File: config.mk
export PLATFORM = sky130hd
export DESIGN_NAME = etapa_fetch
export DESIGN_NICKNAME = d
export VERILOG_FILES = /design/src/rtl/etapa_fetch.sv
export SDC_FILE = /design/constraint.sdc
export NUM_CORES = 1
export LEC_CHECK = 0
export BUFFER_PORTS_ARGS = -buffer_cell sky130_fd_sc_hd__buf_2
export CAP_MARGIN = 20
export CORE_MARGIN = 3
export CORE_UTILIZATION = 44
export CTS_BUF_LIST = sky130_fd_sc_hd__clkbuf_8 sky130_fd_sc_hd__clkbuf_16
export DETAILED_ROUTE_END_ITERATION = 10
export PLACE_DENSITY = 0.84
export SKIP_CTS_REPAIR_TIMING = 1
export SLEW_MARGIN = 20
export SYNTH_ARGS = -nofsm -noshare
export SYNTH_HDL_FRONTEND = slang
export SYNTH_SLANG_ARGS = --single-unit
File: constraint.sdc
create_clock -name clk -period 2.9 [get_ports clk]
set_input_delay 0.87 -clock clk [delete_from_list [all_inputs] [get_ports clk]]
set_output_delay 0.87 -clock clk [all_outputs]
set_load 0.01 [all_outputs]
File: src/rtl/etapa_fetch.sv
// Instruction-fetch stage: program counter, synchronous instruction-memory addressing,
// IF/ID pipeline register, stall/redirect handling and halt detection.
module etapa_fetch #(
  parameter int                 ADDR_W    = 10,
  parameter int                 DATA_W    = 32,
  parameter logic [ADDR_W-1:0]  RESET_PC  = '0,
  parameter logic [DATA_W-1:0]  HALT_WORD = '0
) (
  input  logic              clk,
  input  logic              reset,
  input  logic              stall,
  input  logic              redirect,
  input  logic [ADDR_W-1:0] redirect_addr,
  output logic [ADDR_W-1:0] mem_addr,
  input  logic [DATA_W-1:0] mem_instr,
  output logic [ADDR_W-1:0] pc,
  output logic [DATA_W-1:0] if_id_instr,
  output logic [ADDR_W-1:0] if_id_pc1,
  output logic              if_id_valid,
  output logic              halted,
  output logic [31:0]       fetch_count
);

  typedef enum logic {RUN, HALTED} state_t;

  state_t            state_q, state_d;
  logic [ADDR_W-1:0] pc_q, pc_d;
  logic [DATA_W-1:0] instr_q, instr_d;
  logic [ADDR_W-1:0] pc1_q, pc1_d;
  logic              valid_q, valid_d;
  logic [31:0]       count_q, count_d;

  always_ff @(posedge clk) begin
    if (reset) begin
      state_q <= RUN;
      pc_q    <= RESET_PC;
      instr_q <= '0;
      pc1_q   <= '0;
      valid_q <= 1'b0;
      count_q <= '0;
    end else begin
      state_q <= state_d;
      pc_q    <= pc_d;
      instr_q <= instr_d;
      pc1_q   <= pc1_d;
      valid_q <= valid_d;
      count_q <= count_d;
    end
  end

  // Memory and pc latch pc_d on the same edge, so mem_instr always belongs to pc.
  always_comb begin
    state_d = state_q;
    pc_d    = pc_q;
    instr_d = instr_q;
    pc1_d   = pc1_q;
    valid_d = valid_q;
    count_d = count_q;
    if (reset) begin
      pc_d = RESET_PC;
    end else if (redirect) begin
      pc_d    = redirect_addr;
      instr_d = '0;
      valid_d = 1'b0;
      state_d = RUN;
    end else if (state_q == HALTED) begin
      valid_d = 1'b0;
    end else if (!stall) begin
      instr_d = mem_instr;
      pc1_d   = pc_q + 1'b1;
      valid_d = 1'b1;
      count_d = count_q + 32'd1;
      // The HLT word itself is delivered; only the pc freezes.
      if (mem_instr == HALT_WORD) state_d = HALTED;
      else                        pc_d    = pc_q + 1'b1;
    end
  end

  assign mem_addr    = pc_d;
  assign pc          = pc_q;
  assign if_id_instr = instr_q;
  assign if_id_pc1   = pc1_q;
  assign if_id_valid = valid_q;
  assign halted      = (state_q == HALTED);
  assign fetch_count = count_q;

endmodule
==> results.py, run 1 <==
metrics = {
    "run_status": {
        "status": "finished with violations",
        "violations": "negative setup slack",
    },
    "detailed_routing": {
        "postRouteAntennaNets": 0,
        "via_per_inst": 5.41,
        "drc": 0,
        "routed_wl_mm": 11.2,
        "wl_per_cell_um": 15.8,
        "drtIter0Drc": 137,
        "firstDrtPassIters": 5,
        "num_vias": 3824,
    },
    "critical_path": {
        "cp_common_cell": "buf_2",
        "arrival_ps": 2430,
        "reg2reg_to": "pc[6]",
        "worst_setup_path_end_kind": "primary output",
        "critPathMaxFanout": 5,
        "crit_end": "mem_addr[1]",
        "crit_required_ps": 2030,
        "crit_path_start": "mem_instr[2]",
        "critPathKind": "in2out",
        "crit_slowest_cell": "and4_4",
        "slowest_delay_ps": 300,
        "path_cells": "buf_2, nor4_2, and4_4, buf_12, a21oi_4, mux2i_2, a211oi_2, buf_2",
        "worst_setup_path_start_kind": "input port",
        "reg2reg_slack_ps": 920,
        "reg2reg_from": "pc[1]",
        "rr_worst_depth": 7,
    },
    "clock_tree": {
        "clockBufferDepth": 2,
        "clk_pin_slew_ps": 100,
        "clk_latency_ps": 370,
        "cts_sinks": 86,
        "cts_buffers": 9,
        "htree_num_levels": 3,
        "cts_tree": "done",
        "root_buffer": "clkbuf_8",
    },
    "global_route": {
        "grt_max_degree": 36,
        "grt_pass1_wl_mm": 16.5,
        "grt_use_total_pct": 20.5,
        "grt_pass1_vias": 3530,
        "antenna_found_initial": 0,
        "grt_overflow_total": 0,
    },
    "logic_synthesis": {
        "ys_ff_latch": 86,
        "synth_nets": 492,
        "synth_area_mm2": 0.00378,
        "synth.avg_cell_area_um2": 8.52,
        "syn_inst": 444,
        "synth.distinct_cells": 32,
        "yosysWarningCount": 0,
        "seq_area_frac_synth_pct": 45.5,
    },
    "finish": {
        "synthToLayoutAreaGrowth_pct": 41.3,
        "nNetsFinal": 645,
        "fin_util_pct": 64.4,
        "antenna_cells": 0,
        "drive_above_1_share_pct": 39.2,
    },
    "timing": {
        "period_share_pct": 114,
        "hold_viol": 0,
        "fin_tns_setup_ps": -2820,
        "fmax_ghz": 0.303,
        "finalSetupViolations": 10,
        "slew_headroom_pct": 57.2,
        "tightest_slew_ps": 643,
        "min_period_ps": 3300,
        "finalWorstSetupSlack_ps": -395,
        "final_max_slew_viol_count": 0,
        "finClkSkew_ps": 13.6,
        "rsz0062_at_grt": "yes",
    },
    "pwr": {
        "power_density_mw_per_mm2": 458,
        "seq_power_share_pct": 51.0,
        "irDropWorstVdd_mv": 0.319,
        "power_uw": 2450,
        "swShare_pct": 27.6,
        "p_switching_uw": 676,
        "pwr-share-comb_pct": 13.5,
        "power_leakage_uw": 0.00224,
        "p_clk_share_pct": 35.6,
        "p_int_uw": 1770,
    },
    "die": {
        "die_h_um": 98.7,
        "num_rows": 33,
        "io_pins": 142,
        "die_w_um": 98.7,
        "die_area_mm2": 0.00974,
        "core_mm2": 0.00830,
        "start_util_pct": 45.6,
    },
    "place": {
        "numPortBuffers": 141,
        "gp_congestion": 0.864,
        "dp_hpwl_mm": 7.47,
    },
    "hold_path": {
        "hp-class": "reg2reg",
    },
    "job": {
        "max_cap_viol_count": 0,
    },
}
cell usage after synthesis (all sizes together):
| cell type | count | area share, % |
|---|---|---|
| xor2 | 26 | 6.0 |
| o21ai | 2 | 0.26 |
| nand2 | 78 | 7.7 |
| a2111oi | 1 | 0.73 |
| a211oi | 33 | 7.1 |
| xnor2 | 22 | 5.1 |
| nand4bb | 1 | 0.30 |
| inv | 4 | 0.40 |
| a21oi | 38 | 5.0 |
| buf | 8 | 1.2 |
| ha | 2 | 0.66 |
| nor4b | 1 | 0.63 |
| nor3 | 3 | 0.40 |
| or2 | 2 | 0.33 |
| mux2i | 1 | 0.26 |
| and3 | 4 | 0.79 |
| and4 | 9 | 2.1 |
| dfxtp | 86 | 46 |
| clkbuf | 22 | 2.2 |
| a31oi | 1 | 0.17 |
| nand3 | 14 | 2.2 |
| nand4 | 13 | 2.2 |
| nor4 | 12 | 2.5 |
| nor2 | 58 | 5.8 |
| and2 | 3 | 0.50 |
flip-flops by register name, indices dropped and copies added (netlist names):
| register | cells |
|---|---|
| if_id_instr | 32 |
| if_id_pc1 | 10 |
| fetch_count | 32 |
| if_id_valid | 1 |
| halted | 1 |
| pc | 10 |
final cells by class:
type / count / area [um^2]
repair buffers: 172 / 1090
clock inverters: 7 / 80.1
well taps: 105 / 131
multi-input cells: 324 / 2180
inverters: 4 / 15.0
fillers: 647 / 2960
clock buffers: 9 / 124
flip-flops and latches: 86 / 1720
power groups by stage:
stage	Clock [uW]	Combinational (uW)	Sequential (uW)
detailed placement	0	281	1270
CTS	887	282	1240
finish	871	330	1250
global placement	0	272	1270
floorplan	0	131	1290
global route	930	357	1250
through the flow:
step	hold slack, ps	std cells	setup WS [ps]	cell area (um^2)
3_5_place_dp	446	683	-428	4750
2_1_floorplan	481	444	5.26	3830
6_report	458	707	-395	5340
5_1_grt	487	707	-439	5340
4_1_cts	461	699	-447	4960
3_3_place_gp	439	683	-352	4750
layout by cell type (no fill, tap or decap), types with 4 or more instances in the layout:
master    instances
a211oi_1         19
a211oi_2         13
a21oi_1          34
and4_1            6
buf_2           129
buf_4            26
buf_6            11
clkbuf_8          9
dfxtp_1          86
inv_1             4
nand2_1          78
nand3_1          13
nand4_1          13
nor2_1           57
nor4_2            5
nor4_4            6
xnor2_1          14
xnor2_2           8
xor2_1           26
metal layers:
layer | vias up | part of all wire, % | global-route usage (%)
li1 | 1841 | - | -
met1 | 1807 | 40 | 24.7
met2 | 158 | 51 | 35.9
met3 | 18 | 7.7 | 4.74
met4 | 0 | 1.6 | 7.04
met5 | - | 0 | 0
worst min-delay path by stage:
stage,start,to,slack [ps],cells after the start
after floorplan,if_id_instr[0],if_id_instr[0],480,2
after global placement,if_id_instr[8],if_id_instr[8],440,2
after detailed placement,if_id_instr[9],if_id_instr[9],450,2
after CTS,if_id_instr[9],if_id_instr[9],460,2
after global routing,if_id_instr[9],if_id_instr[9],490,2
final,if_id_instr[21],if_id_instr[21],460,2
critical path, delay by kind of cell:
family	cells	cell delay, ps
buffers and inverters	3	430
AO/OA/AOI/OAI	2	350
AND/OR/NAND/NOR	2	590
multiplexers	1	190
cells by family after synthesis:
logic type,after synthesis,synth area share [%]
DFF,86,45.5
muxes,1,0.265
and+or+nand+nor,198,25.4
xor gates and xnor gates,48,11.1
AOI/OAI and AO/OA,75,13.3
adders and majority gates,2,0.661
buffers and inverters,34,3.80
Note: power is estimated with default switching activity, not from simulation.
==> run 2: changes to the inputs <==
CAP_MARGIN = not set   (was 20)
SKIP_CTS_REPAIR_TIMING = not set   (was 1)
==> run 2 against run 1 <==
The flow still finishes with violations (negative setup slack). Clock power hardly changed. Fmax is 4.0% higher. Setup slack improved by 130 ps. Total power barely moved. Die area unchanged. Register-to-register slack better by 60 ps. Clock-buffer cell count is the same. Non-clock buffer count unchanged. Global-route usage increased by 0.95 points. Critical path depth unchanged. Clock skew is 1.3 ps lower. First-iteration DRC count is 14% higher. Critical path type unchanged.
==> results.py, run 2 (synthesis gave the netlist of run 1 again) <==
metrics = {
    "run_status": {
        "status": "finished with violations",
        "violations": "negative setup slack",
    },
    "die": {
        "start_util_pct": 45.6,
        "die_area_mm2": 0.00974,
        "io_pins": 142,
        "die_h_um": 98.7,
        "core_mm2": 0.00830,
        "die_w_um": 98.7,
        "num_rows": 33,
    },
    "finish": {
        "final_common_cell": "buf_2",
        "drive_above_1_share_pct": 39.2,
        "synthToLayoutAreaGrowth_pct": 41.7,
        "fin_util_pct": 64.6,
        "nNetsFinal": 645,
        "final_cell_mix": "buf_2 (127), dfxtp_1 (85), nand2_1 (78)",
        "finalNonFillerCells": 707,
        "final_cell_area_mm2": 0.00536,
        "antenna_cells": 0,
    },
    "timing": {
        "final_max_slew_viol_count": 0,
        "rsz0062_at_grt": "yes",
        "finalSetupViolations": 10,
        "hold_viol": 0,
        "finClkSkew_ps": 12.3,
        "fmax_ghz": 0.316,
        "finalWorstSetupSlack_ps": -267,
        "period_share_pct": 109,
        "slew_headroom_pct": 57.0,
        "min_period_ps": 3170,
        "tightest_slew_ps": 645,
    },
    "critical_path": {
        "slowest_delay_ps": 310,
        "cp.buffers_inverters": 3,
        "cp_common_cell": "a211oi_2",
        "path_cells": "buf_4, nor4_4, and4_4, buf_12, a211oi_2, xnor2_2, a211oi_2, buf_2",
        "critPathKind": "in2out",
        "crit_required_ps": 2030,
        "worst_setup_path_end_kind": "primary output",
        "worst_setup_path_start_kind": "input port",
        "critPathMaxFanout": 5,
        "crit_slowest_cell": "and4_4",
        "critical_path.top_delay_family": "simple AND/OR/NAND/NOR gates",
        "arrival_ps": 2300,
    },
    "pwr": {
        "seq_power_share_pct": 51.0,
        "power_leakage_uw": 0.00224,
        "p_switching_uw": 672,
        "p_clk_share_pct": 35.5,
        "swShare_pct": 27.5,
        "power_density_mw_per_mm2": 457,
        "irDropWorstVdd_mv": 0.321,
        "pwr-share-comb_pct": 13.5,
        "p_int_uw": 1770,
    },
    "clock_tree": {
        "clockBufferDepth": 2,
        "cts_tree": "done",
        "cts_buffers": 9,
        "htree_num_levels": 3,
        "root_buffer": "clkbuf_8",
        "clk_latency_ps": 360,
        "cts_sinks": 86,
        "hold_buffers": 0,
        "clk_pin_slew_ps": 100,
    },
    "place": {
        "numPortBuffers": 141,
        "place_inst": 683,
        "postPlaceCellArea_mm2": 0.00475,
        "gp_congestion": 0.864,
        "dp_hpwl_mm": 7.47,
        "place_ws_ps": -428,
    },
    "global_route": {
        "antenna_found_initial": 0,
        "grt_pass1_wl_mm": 17.2,
        "grt_overflow_total": 0,
        "grt_max_degree": 36,
        "grt_use_total_pct": 21.5,
        "grt_pass1_vias": 3647,
    },
    "detailed_routing": {
        "drc": 0,
        "routed_wl_mm": 10.9,
        "drtIter0Drc": 156,
        "num_vias": 3767,
        "postRouteAntennaNets": 0,
        "wl_per_cell_um": 15.4,
        "firstDrtPassIters": 5,
        "via_per_inst": 5.33,
    },
    "job": {
        "max_cap_viol_count": 0,
    },
    "hold_path": {
        "hp-class": "reg2reg",
    },
}
==> run 2: worst paths after layout <==
kind                                         to             from  slack [ps]  cells past startpoint
worst max-delay path                mem_addr[6]    mem_instr[18]        -270                      8
worst min-delay path            if_id_instr[22]  if_id_instr[22]         460                      2
worst max register to register  fetch_count[25]           halted         980                      6
worst min register to register  if_id_instr[22]  if_id_instr[22]         460                      2
==> run 2: repair_timing <==
item	4_1_cts	5_1_grt
setup endpoints to repair	10	10
resized for setup	27	30
pin swaps	22	19
gates cloned	1	1
endpoints found under the hold margin	0	0
setup buffers	5	1
==> run 2: worst register-to-register path, stage by stage, from the launching register on <==
cell	delay, ps
dfxtp_1	320
buf_4	160
nor4b_4	420
and4_1	500
nand4_1	190
xor2_1	170
nor2_1	50
==> run 2: layout make-up <==
| type | count | area [um^2] |
|---|---|---|
| Clock buffer | 9 | 124 |
| Clock inverter | 7 | 80.1 |
| Fill cell | 644 | 2940 |
| Inverter | 4 | 15.0 |
| Multi-Input combinational cell | 324 | 2190 |
| Sequential cell | 86 | 1720 |
| Tap cell | 105 | 131 |
| Timing Repair Buffer | 172 | 1100 |
==> run 2: routing by layer <==
metal	GRT usage (%)	up-vias	part of all wire, %
met4	7.98	0	1.9
met3	4.46	24	5.9
met5	0	-	0
met2	38.1	131	51
li1	-	1836	-
met1	25.5	1776	41
==> run 2: metrics by stage <==
stage / hold WS (ps) / setup TNS (ps) / total power (uW)
2_1_floorplan: 481 / 0 / 1420
3_3_place_gp: 439 / -3130 / 1540
3_5_place_dp: 446 / -3210 / 1550
4_1_cts: 461 / -2440 / 2440
5_1_grt: 487 / -2970 / 2540
6_report: 460 / -2360 / 2450
==> run 2: power by group through the flow <==
stage	clock network [uW]	registers, uW	logic [uW]
after floorplan	0	1290	131
after global placement	0	1270	272
after detailed placement	0	1270	281
after CTS	887	1250	307
after global routing	932	1250	357
final	868	1250	330
